### src/rtl/des_key_sched.sv
// DES/3DES round-key schedule walker: rotates C||D once per accepted round key.
// Define DES_KS_PC2_EN to add a PC-2 compressed subkey output (requires W=28).
module des_key_sched #(
    parameter int              W           = 28,
    parameter int              NR          = 16,
    parameter logic [NR-1:0]   SHIFT1_MASK = 16'h8103,
    localparam int             RW          = $clog2(NR + 1)
) (
    input  logic            clk,
    input  logic            rst_n,
    input  logic            start,
    input  logic [2*W-1:0]  key_in,
    input  logic            decrypt,
    input  logic            abort,
    output logic            busy,
    output logic            sub_valid,
    input  logic            sub_ready,
    output logic [2*W-1:0]  sub_cd,
    output logic [RW-1:0]   round,
`ifdef DES_KS_PC2_EN
    output logic [47:0]     subkey,
`endif
    output logic            done
);

    typedef enum logic {IDLE, RUN} state_t;

    state_t          state;
    logic [2*W-1:0]  cd;
    logic            mode;

    // True when round r uses a two-bit rotation.
    function automatic logic two_of(input int r);
        logic t;
        t = 1'b0;
        for (int k = 0; k < NR; k++)
            if (k == r - 1) t = !SHIFT1_MASK[k];
        return t;
    endfunction

    function automatic logic [W-1:0] rot_half(input logic [W-1:0] x,
                                              input logic two,
                                              input logic left);
        logic [2*W-1:0] d;
        logic [W-1:0]   y;
        d = {x, x};
        unique case ({left, two})
            2'b10:   y = d[2*W-2 -: W];
            2'b11:   y = d[2*W-3 -: W];
            2'b00:   y = d[W -: W];
            default: y = d[W+1 -: W];
        endcase
        return y;
    endfunction

    function automatic logic [2*W-1:0] rot_cd(input logic [2*W-1:0] v,
                                              input logic two,
                                              input logic left);
        return {rot_half(v[2*W-1:W], two, left), rot_half(v[W-1:0], two, left)};
    endfunction

    assign busy      = (state == RUN);
    assign sub_valid = (state == RUN);
    assign sub_cd    = cd;

    always_ff @(posedge clk or negedge rst_n) begin
        if (!rst_n) begin
            state <= IDLE;
            cd    <= '0;
            round <= '0;
            mode  <= 1'b0;
            done  <= 1'b0;
        end else begin
            done <= 1'b0;
            if (abort) begin
                state <= IDLE;
                round <= '0;
            end else begin
                unique case (state)
                    IDLE: if (start) begin
                        mode  <= decrypt;
                        round <= RW'(1);
                        state <= RUN;
                        cd    <= decrypt ? key_in : rot_cd(key_in, two_of(1), 1'b1);
                    end
                    RUN: if (sub_ready) begin
                        if (round == RW'(NR)) begin
                            state <= IDLE;
                            round <= '0;
                            done  <= 1'b1;
                        end else begin
                            round <= round + RW'(1);
                            // Decrypt replays the encrypt shifts backwards, undoing each.
                            cd <= mode
                                ? rot_cd(cd, two_of(NR + 1 - int'(round)), 1'b0)
                                : rot_cd(cd, two_of(int'(round) + 1), 1'b1);
                        end
                    end
                    default: state <= IDLE;
                endcase
            end
        end
    end

`ifdef DES_KS_PC2_EN
    if (W != 28) begin : g_bad_w
        $error("des_key_sched: PC-2 output needs W=28");
    end

    localparam int PC2 [0:47] = '{
        14, 17, 11, 24,  1,  5,  3, 28, 15,  6, 21, 10,
        23, 19, 12,  4, 26,  8, 16,  7, 27, 20, 13,  2,
        41, 52, 31, 37, 47, 55, 30, 40, 51, 45, 33, 48,
        44, 49, 39, 56, 34, 53, 46, 42, 50, 36, 29, 32
    };

    always_comb begin
        subkey = '0;
        if (state == RUN)
            for (int j = 0; j < 48; j++)
                subkey[47-j] = cd[56-PC2[j]];
    end
`endif

endmodule

### config.mk
export PLATFORM = sky130hd
export DESIGN_NAME = des_key_sched
export DESIGN_NICKNAME = d
export VERILOG_FILES = /design/src/rtl/des_key_sched.sv
export SDC_FILE = /design/constraint.sdc
export NUM_CORES = 1
export LEC_CHECK = 0
export ABC_AREA = 1
export CAP_MARGIN = 20
export CORE_MARGIN = 5
export CORE_UTILIZATION = 40
export DETAILED_ROUTE_END_ITERATION = 12
export PLACE_DENSITY = 0.66
export REMOVE_ABC_BUFFERS = 1
export SYNTH_ARGS = -nofsm -noshare
export SYNTH_HDL_FRONTEND = slang
export SYNTH_SLANG_ARGS = --single-unit
### constraint.sdc
create_clock -name clk -period 2.2 [get_ports clk]
set_clock_uncertainty 0.15 [all_clocks]
set_input_delay 0.55 -clock clk [delete_from_list [all_inputs] [get_ports clk]]
set_output_delay 0.55 -clock clk [all_outputs]
set_load 0.01 [all_outputs]
==> Word-level counts from Yosys, hierarchy flattened <==
Index checks and enable logic that the tools add are counted.
{ "classes": {"n_eq_ne": 34, "add_sub_neg": 5, "muxes": 60, "n_reduce_logical": 3, "bitwise_logic": 3} }
{ "ops": {"columns": ["operator", "count"], "rows": [
  ["56-bit 2-to-1 mux", 5],
  ["5-bit by 7-bit equality test with 1-bit output, first input constant", 16],
  ["28-bit one-hot mux with 2 select lines", 2],
  ["56-bit one-hot mux with 2 select lines", 1],
  ["4-bit by 7-bit equality test with 1-bit output, first input constant", 8],
  ["28-bit 2-to-1 mux", 2],
  ["1-bit 2-to-1 mux", 44],
  ["3-bit by 7-bit equality test with 1-bit output, first input constant", 4],
  ["5-bit 2-to-1 mux", 4],
  ["5-bit one-hot mux with 2 select lines", 1],
  ["6-bit by 1-bit subtractor with 7-bit output, second input constant", 1],
  ["6-bit by 2-bit subtractor with 7-bit output, second input constant", 1],
  ["5-bit by 1-bit adder with 6-bit output, second input constant", 1],
  ["2-bit inequality test, second input constant", 3],
  ["3-bit inequality test, second input constant", 2],
  ["5-bit by 5-bit subtractor with 6-bit output, first input constant", 1],
  ["5-bit by 1-bit adder with 5-bit output, second input constant", 1],
  ["5-bit equality test, second input constant", 1],
  ["4-bit AND reduction", 1],
  ["1-bit inverter", 3],
  ["3-bit AND reduction", 1],
  ["1-bit one-hot mux with 2 select lines", 1],
  ["2-bit AND reduction", 1]
]} }
{ "totals": {"out_inout_bits": 64, "ff_bits": 64} }

==> Longest topological paths before layout <==
Gate-level depths: netlist of the first run.
{ "depth": {"word_depth": 27, "mapped_depth": 17} }

==> Worst setup path before layout of the first run <==
Ideal clock, no wire load.
{ "synth_path": {"path_kind": "register to register", "from": "register round[0]", "to": "register cd[54], in the netlist sub_cd[54]", "n_path_buf": 2, "stages_incl_launch_ff": 13, "arrival_time_ps": 2099, "path_slack_ps": -166, "path_cell_list": "dfrtp_1 ha_1 inv_1 nor2_1 ha_1 nor2_1 clkbuf_1 clkbuf_1 nand3_1 a31oi_1 nand2_1 nand2_1 nand2_1"} }
{ "synth_between": {"elab_chain_len": 27, "word_cells_on_any_way": 78, "classes_between": "add/sub: 4; eq/ne: 30; mux: 42; bitwise: 1; reduce/logical: 1"} }
{ "synth_lines": {"columns": ["element", "line", "rtl"], "rows": [
  ["start: declaration", "19", "output logic [RW-1:0] round,"],
  ["start signal: assignment", "92", "round <= round + RW'(1);"],
  ["5-bit by 1-bit adder with 6-bit output", "96", ": rot_cd(cd, two_of(int'(round) + 1), 1'b1);"],
  ["6-bit by 1-bit subtractor with 7-bit output", "37", "if (k == r - 1) t = !SHIFT1_MASK[k];"],
  ["3-bit by 7-bit equality test with 1-bit output", "37", null],
  ["1-bit 2-to-1 mux (14 in series)", "37", null],
  ["1-bit 2-to-1 mux", "87", "if (round == RW'(NR)) begin"],
  ["1-bit 2-to-1 mux", "86", "RUN: if (sub_ready) begin"],
  ["1-bit 2-to-1 mux", "79", "unique case (state)"],
  ["1-bit 2-to-1 mux", "75", "if (abort) begin"],
  ["1-bit inverter", "47", "unique case ({left, two})"],
  ["28-bit one-hot mux with 2 select lines", "47", null],
  ["56-bit 2-to-1 mux", "95", "? rot_cd(cd, two_of(NR + 1 - int'(round)), 1'b0)"],
  ["56-bit 2-to-1 mux", "87", null],
  ["56-bit 2-to-1 mux", "86", null],
  ["56-bit one-hot mux with 2 select lines", "79", null],
  ["end signal: assignment", "84", "cd <= decrypt ? key_in : rot_cd(key_in, two_of(1), 1'b1);"],
  ["end signal: assignment", "94", "cd <= mode"],
  ["end: declaration", "29", "logic [2*W-1:0] cd;"]
]} }
Several ways; a longest one is shown, not always the timed one. The select of a mux whose other input is x is not followed.
A chain may end at the register's enable or synchronous reset.

==> Worst setup path after layout of the first run <==
{ "layout_path": {"from": "register round[1]", "to": "register cd[32], in the netlist sub_cd[32]"} }
Same word-level chain as after synthesis.

==> results of run 1 <==
cells in the mapped netlist:
cell type  number
nand4_1         1
nand2_2         1
buf_1           3
nand3b_1        1
o21ai_1         1
nand3_1       175
clkbuf_1       46
buf_6           5
o21ai_0         8
buf_4          11
nor2_2          1
ha_1            9
inv_2           3
xor2_1          1
o22ai_1         3
a31oi_1        57
a21oi_1       113
dfrtp_1        64
inv_1          75
nand2_1       418
nor3_1          2
o21a_1          1
nor2_1         12
buf_2          20
power by group through the flow:
| stage | sequential [W] | clock [W] | combinational [W] |
|---|---|---|---|
| after detailed placement | 0.00164 | 0 | 0.00267 |
| final | 0.00163 | 0.00134 | 0.00329 |
| after CTS | 0.00163 | 0.00137 | 0.00293 |
| after global routing | 0.00167 | 0.00140 | 0.00357 |
| after global placement | 0.00164 | 0 | 0.00264 |
| after floorplan | 0.00175 | 0 | 0.00133 |
repair_timing:
item / in CTS / in global routing
resized for setup: 35 / 54
setup endpoints to repair: 56 / 56
buffers inserted: 7 / 7
hold buffers: 0 / 0
pin swaps: 8 / 49
cloned: 6 / 17
flip-flops by register name (all words and copies together), names as in the netlist:
signal and count:
mode 1, round 5, busy 1, done 1, sub_cd 56
kinds of logic after synthesis:
logic type                 count (synthesis)
xor gates and xnor gates                   1
DFF                                       64
and+or+nand+nor                          611
adders and majority gates                  9
buffers and inverters                    163
AOI/OAI and AO/OA                        183
final cells by class:
cell class / count / area [um2] / area share
clock buffer: 13 / 260 / 0.0291
clock inverter: 1 / 5.00 / 0.000560
inverter: 78 / 295 / 0.0330
multi-input combinational: 805 / 3890 / 0.435
sequential: 64 / 1610 / 0.179
tap: 184 / 230 / 0.0257
timing repair buffer: 215 / 2660 / 0.297
stage by stage:
stage	cell area, um2	instances	setup TNS [ns]
2_1_floorplan	5540	946	-160.62
3_3_place_gp	7630	1309	-3.79
3_5_place_dp	7630	1309	-4.80
4_1_cts	8260	1336	-0.426
5_1_grt	8940	1360	-9.25
6_report	8940	1360	-1.17
final timing paths:
path,start,to,slack [ns],depth (start not counted)
min in group clk,sub_cd[15],sub_cd[15],0.36,2
worst min register to register,sub_cd[15],sub_cd[15],0.36,2
worst min-delay path,rst_n,sub_cd[3],0.07,2
worst max-delay path,round[1],sub_cd[32],-0.12,17
max in group asynchronous,rst_n,sub_cd[47],1.50,2
worst max register to register,round[1],sub_cd[32],-0.12,17
layer usage:
layer  vias up  global-route usage
met2       440               0.395
met3        78              0.0565
met5         -                   0
met4         0              0.0731
met1      3580               0.307
li1       3675                   -
==> summary.txt, run 1 <==
Synthesis
  – Seq/Total Area, Yosys: 0.269
  – Area leader, netlist: dfrtp_1
  – Synth Area in Compound Gates: 0.167
  – Mux contribution to synthesized area: 0
  – Mapped Area: between 5000 and 6000 um2
  – Synth cell types: 24
  – Adder-cell share of the synthesized area: 0.0189
  – Avg Inst Size Synth: slightly below 6 um2
  – Area share of the largest cell type after synthesis: 0.269
  – Syn Inst Count: between 1000 and 1500
  – Synth Area in XOR/XNOR: 0.00147
  – Yosys Warn Count: 0
  – Synth Area in Simple Gates: 0.424
  – Register bit total from synthesis: 64
  – Synth top area cells: dfrtp_1 27%, nand2_1 26%, nand3_1 15%
  – Combinational family with the most area after synthesis: simple AND/OR/NAND/NOR gates

Pwr
  – Seq pwr share: 0.260
  – Pwr dens: ~700 nW/um2
  – Sw Pwr: between 0.002 and 0.003 W
  – Final total power: 0.00627 W
  – Max VDD drop: 503 uV
  – Power share of the clock group: 0.214
  – Sw Ratio: 0.404
  – Power Internal: between 0.003 and 0.004 W
  – Static Leak: around 4.4 nW
  – Comb pwr share: 0.525

Route
  – DR pass1 iterations: 8
  – Final ANT Viol Nets: 0
  – Routed vias: between 7000 and 8000
  – Routed length on met1: about 9.3 mm
  – Metal3 WL: about 2.5 mm
  – Initial DRC count: 800
  – Top routing layer used: met4
  – Drt via density: 5.72
  – DRC violations left: 0
  – Met2 routed WL: between 10 and 15 mm
  – Routed wire length: ~23 mm
  – Routed wire per std cell: around 17 um

Floorplan
  – Die height: ~130 um
  – Die Wd: 132 um
  – Initial Utilization: 0.408
  – IO Pins: 126
  – Die ar.: around 17000 um2
  – Core area: around 15000 um2
  – Core Rows: between 40 and 50

GRT
  – All-Layer GR Usage: 0.238
  – Largest net degree at the start of global routing: 65
  – Global-route wire length before repair: 35.2 mm
  – Overflow after GRT: 0
  – Initial antenna violation count: 0
  – Vias in the first global route: between 7000 and 8000

Placement
  – I/O Buffers: around 130
  – Placer Congestion: around 0.9
  – Pre-CTS WS: -0.108 ns
  – Hpwl dp: about 13 mm

Setup path
  – Crit path buffers/inverters: 6
  – Worst path top cell family by delay: simple AND/OR/NAND/NOR gates
  – CP Max Fanout: 6
  – CP max stage delay: 0.41 ns
  – Most frequent CP cell: nand2_1
  – Worst path slowest cell: dfrtp_1
  – CP startpoint kind: flop
  – Worst path arrival time: 2.40 ns
  – Critical path type: flop to flop
  – CP Data Required Time: roughly 2.3 ns
  – Worst path cell trace: inv_4 > buf_4 > buf_4 > nand2_1 > nand2_1 > nand2_1 > nand2_1 > nand2_2 > nor2_4 > buf_12 > buf_12 > clkbuf_16 > nand3_2 > nand3_1 > nand2_1 > nand2_1 > nand2_1
  – Crit. End Element: flop

Timing
  – Max Slew Vio Count: 0
  – Worst hold slack: roughly 0.073 ns
  – Final hold vios: 0
  – Min Tclk post-route: 2.32 ns
  – Slew at the pin with the worst max-slew slack: around 0.65 ns
  – RSZ-0062 raised after global routing: yes
  – Worst Slack Setup Final: -0.118 ns
  – # setup viols final: about 50
  – Fmax: 431 MHz
  – Tcrit/Tclk final: 1.05
  – Max-slew headroom: 0.569

Run status
  – Failing checks: setup timing
  – Status: finished, violations left

Worst hold path
  – Hold Crit Class: input pin to asynchronous set/reset pin

Run
  – Max Cap Viol: 0

Layout
  – Most common cell after layout, fill and taps aside: nand2_1
  – N_diodes: 0
  – Layout area overhead: 50.1%
  – Layout cells sized above 1: 0.134
  – Most frequent cells in the layout: 408 x nand2_1, 160 x nand3_1, 122 x clkdlybuf4s50_1
  – Final core occ: 0.613
  – # fillers: roughly 1300
  – Final net count: ~1200

Clocking
  – CTS tree: built
  – H-tree levels: 3
  – Clock Root Buffer: clkbuf_16
  – Reg clk slew, reported paths: approximately 0.06 ns
  – Total CTS buffers: 9
  – Worst-skew pair later-pin latency: approximately 0.35 ns
  – CTS Buffer Depth: 2
  – Total clock sinks: between 60 and 70
(Power assumes the default switching activity.)
==> inputs of run 2 (changes only) <==
- HOLD_SLACK_MARGIN: unset -> 0.15
- MAX_ROUTING_LAYER: unset -> met4
==> run 2 against run 1 <==
The run still ends with setup timing left. Power fell by 0.12%. Cell count down 0.15%. Worst setup slack better by 0.051 ns. Largest cell class unchanged.
==> summary.txt, run 2 (same netlist as run 1, synthesis figures left out) <==
Run status
  – Status: finished, violations left
  – Failing checks: setup timing

Timing
  – Max Slew Vio Count: 0 (unchanged)
  – Worst Slack Setup Final: -0.0665 ns (+0.0514 ns)
  – Min Tclk post-route: 2.27 ns (-0.0514 ns)
  – # setup viols final: 45 (-8.2%)
  – Tcrit/Tclk final: 1.03 (-0.0233)
  – Fmax: 441 MHz (+2.3%)
  – Final hold vios: 0 (unchanged)
  – Max-slew headroom: 0.554 (-0.0143)
  – RSZ-0062 raised after global routing: yes
  – Slew at the pin with the worst max-slew slack: 0.668 ns (+0.0214 ns)

GRT
  – Initial antenna violation count: 0 (unchanged)
  – All-Layer GR Usage: 0.245 (+0.00730)
  – Largest net degree at the start of global routing: 65 (unchanged)
  – Overflow after GRT: 0 (unchanged)
  – Vias in the first global route: 7107 (-0.13%)
  – Global-route wire length before repair: 35.2 mm (about the same)

Clocking
  – Reg clk slew, reported paths: 0.05 ns (about the same)
  – CTS tree: built
  – CTS Buffer Depth: 2 (unchanged)
  – Total CTS buffers: 9 (unchanged)
  – Total clock sinks: 64 (unchanged)
  – Worst-skew pair later-pin latency: 0.35 ns (about the same)
  – H-tree levels: 3 (unchanged)
  – Clock Root Buffer: clkbuf_16

Floorplan
  – Core Rows: 44 (unchanged)
  – Die ar.: 17400 um2 (unchanged)
  – IO Pins: 126 (unchanged)
  – Die height: 132 um (unchanged)
  – Core area: 14600 um2 (unchanged)
  – Die Wd: 132 um (unchanged)
  – Initial Utilization: 0.408 (unchanged)

Setup path
  – CP Max Fanout: 6 (unchanged)
  – Worst path arrival time: 2.35 ns (-0.05 ns)
  – Crit. End Element: flop
  – CP startpoint kind: flop
  – CP Data Required Time: 2.28 ns (about the same)
  – Critical path type: flop to flop

Route
  – Routed wire per std cell: 17.0 um (-1.3%)
  – Routed wire length: 23.1 mm (-1.5%)
  – DR pass1 iterations: 6 (-2)
  – Drt via density: 5.66 (-0.90%)
  – DRC violations left: 0 (unchanged)
  – Initial DRC count: 788 (-1.5%)
  – Routed vias: 7692 (-1.0%)
  – Final ANT Viol Nets: 0 (unchanged)

Layout
  – N_diodes: 0 (unchanged)
  – Layout area overhead: 50.2% (about the same)
  – Most frequent cells in the layout: 405 x nand2_1, 145 x nand3_1, 122 x clkdlybuf4s50_1
  – Layout cells sized above 1: 0.147 (+0.0122)
  – Most common cell after layout, fill and taps aside: nand2_1
  – Final net count: 1242 (-0.16%)
  – Max reg flops: 56 (unchanged)

Placement
  – Hpwl dp: 13.4 mm (unchanged)
  – Pre-CTS WS: -0.108 ns (unchanged)
  – I/O Buffers: 125 (unchanged)
  – Placer Congestion: 0.901 (+1.7%)

Pwr
  – Pwr dens: 700 nW/um2 (-0.19%)
  – Max VDD drop: 523 uV (+4.0%)
  – Final total power: 0.00626 W (-0.12%)
  – Static Leak: 4.37 nW (-0.48%)

Worst hold path
  – Hold Crit Class: flop to flop

Run
  – Max Cap Viol: 0 (unchanged)
[run 2: cell count changes in the layout (fill, tap and decap cells not counted), moves of 2 or more]
cell,change
buf_16,-2
nand2_2,+3
nand3_2,+15
nand2_1,-3
nand3_1,-15
[run 2: metrics by stage]
stage,setup TNS (ns),cell area [um2],cells,util,hold WS (ns)
final,-0.987,8950,1358,0.614,0.357
after CTS,-0.426,8270,1337,0.567,0.361
after floorplan,-160.62,5540,946,-,0.104
after global placement,-3.79,7630,1309,0.523,0.339
after global routing,-7.92,8950,1358,0.614,0.381
after detailed placement,-4.80,7630,1309,0.523,0.345
[run 2: metal layers]
| layer | vias to the layer above | wire [um] | GRT usage |
|---|---|---|---|
| li1 | 3662 | - | - |
| met1 | 3552 | 9200 | 0.309 |
| met2 | 399 | 10700 | 0.395 |
| met3 | 79 | 2350 | 0.0542 |
| met4 | 0 | 825 | 0.0731 |
| met5 | - | 0 | - |
[run 2: repair_timing]
action                                 in CTS  in global routing
resized for setup                          35                 68
setup buffers                               7                  7
hold buffers                                1                  0
setup endpoints to repair                  56                 56
cloned                                      6                 14
endpoints found under the hold margin      64                  0
pin swaps                                   8                 42
[run 2: layout make-up]
cell class                      count  area, um2
Fill cell                        1348       5640
Multi-Input combinational cell    804       3950
Timing Repair Buffer              214       2600
Sequential cell                    64       1610
Inverter                           78        295
Clock buffer                       13        260
Tap cell                          184        230
Clock inverter                      1       5.00
[run 2: worst paths after layout]
| path | start | endpoint | slack (ns) | cells after the start |
|---|---|---|---|---|
| worst max-delay path | round[1] | sub_cd[32] | -0.07 | 17 |
| worst min-delay path | sub_cd[40] | sub_cd[40] | 0.36 | 2 |
| worst max register to register | round[1] | sub_cd[32] | -0.07 | 17 |
| worst min register to register | sub_cd[40] | sub_cd[40] | 0.36 | 2 |
| max in group asynchronous | rst_n | sub_cd[39] | 0.97 | 3 |
| min in group asynchronous | rst_n | sub_cd[3] | 0.61 | 3 |
[run 2: worst max-delay path, stage by stage, from the launching register on]
cell and delay, ns:
dfrtp_1 0.41, inv_4 0.13, buf_4 0.12, buf_4 0.09, nand2_1 0.04, nand2_1 0.10
nand2_1 0.07, nand2_1 0.08, nand2_2 0.06, nor2_4 0.13, buf_12 0.13, buf_12 0.13
clkbuf_16 0.15, nand3_2 0.05, nand3_1 0.09, nand2_1 0.07, nand2_1 0.07, nand2_1 0.06
[run 2: where the power goes]
group	internal, W	switching [W]
Combinational	0.00150	0.00179
Sequential	0.00142	0.000220
Clock	0.000810	0.000527
==> inputs of run 3 (changes only) <==
- SLEW_MARGIN: unset -> 20
==> results of run 3 <==
No change in the layout: final DEF, timing and power equal those of run 2.
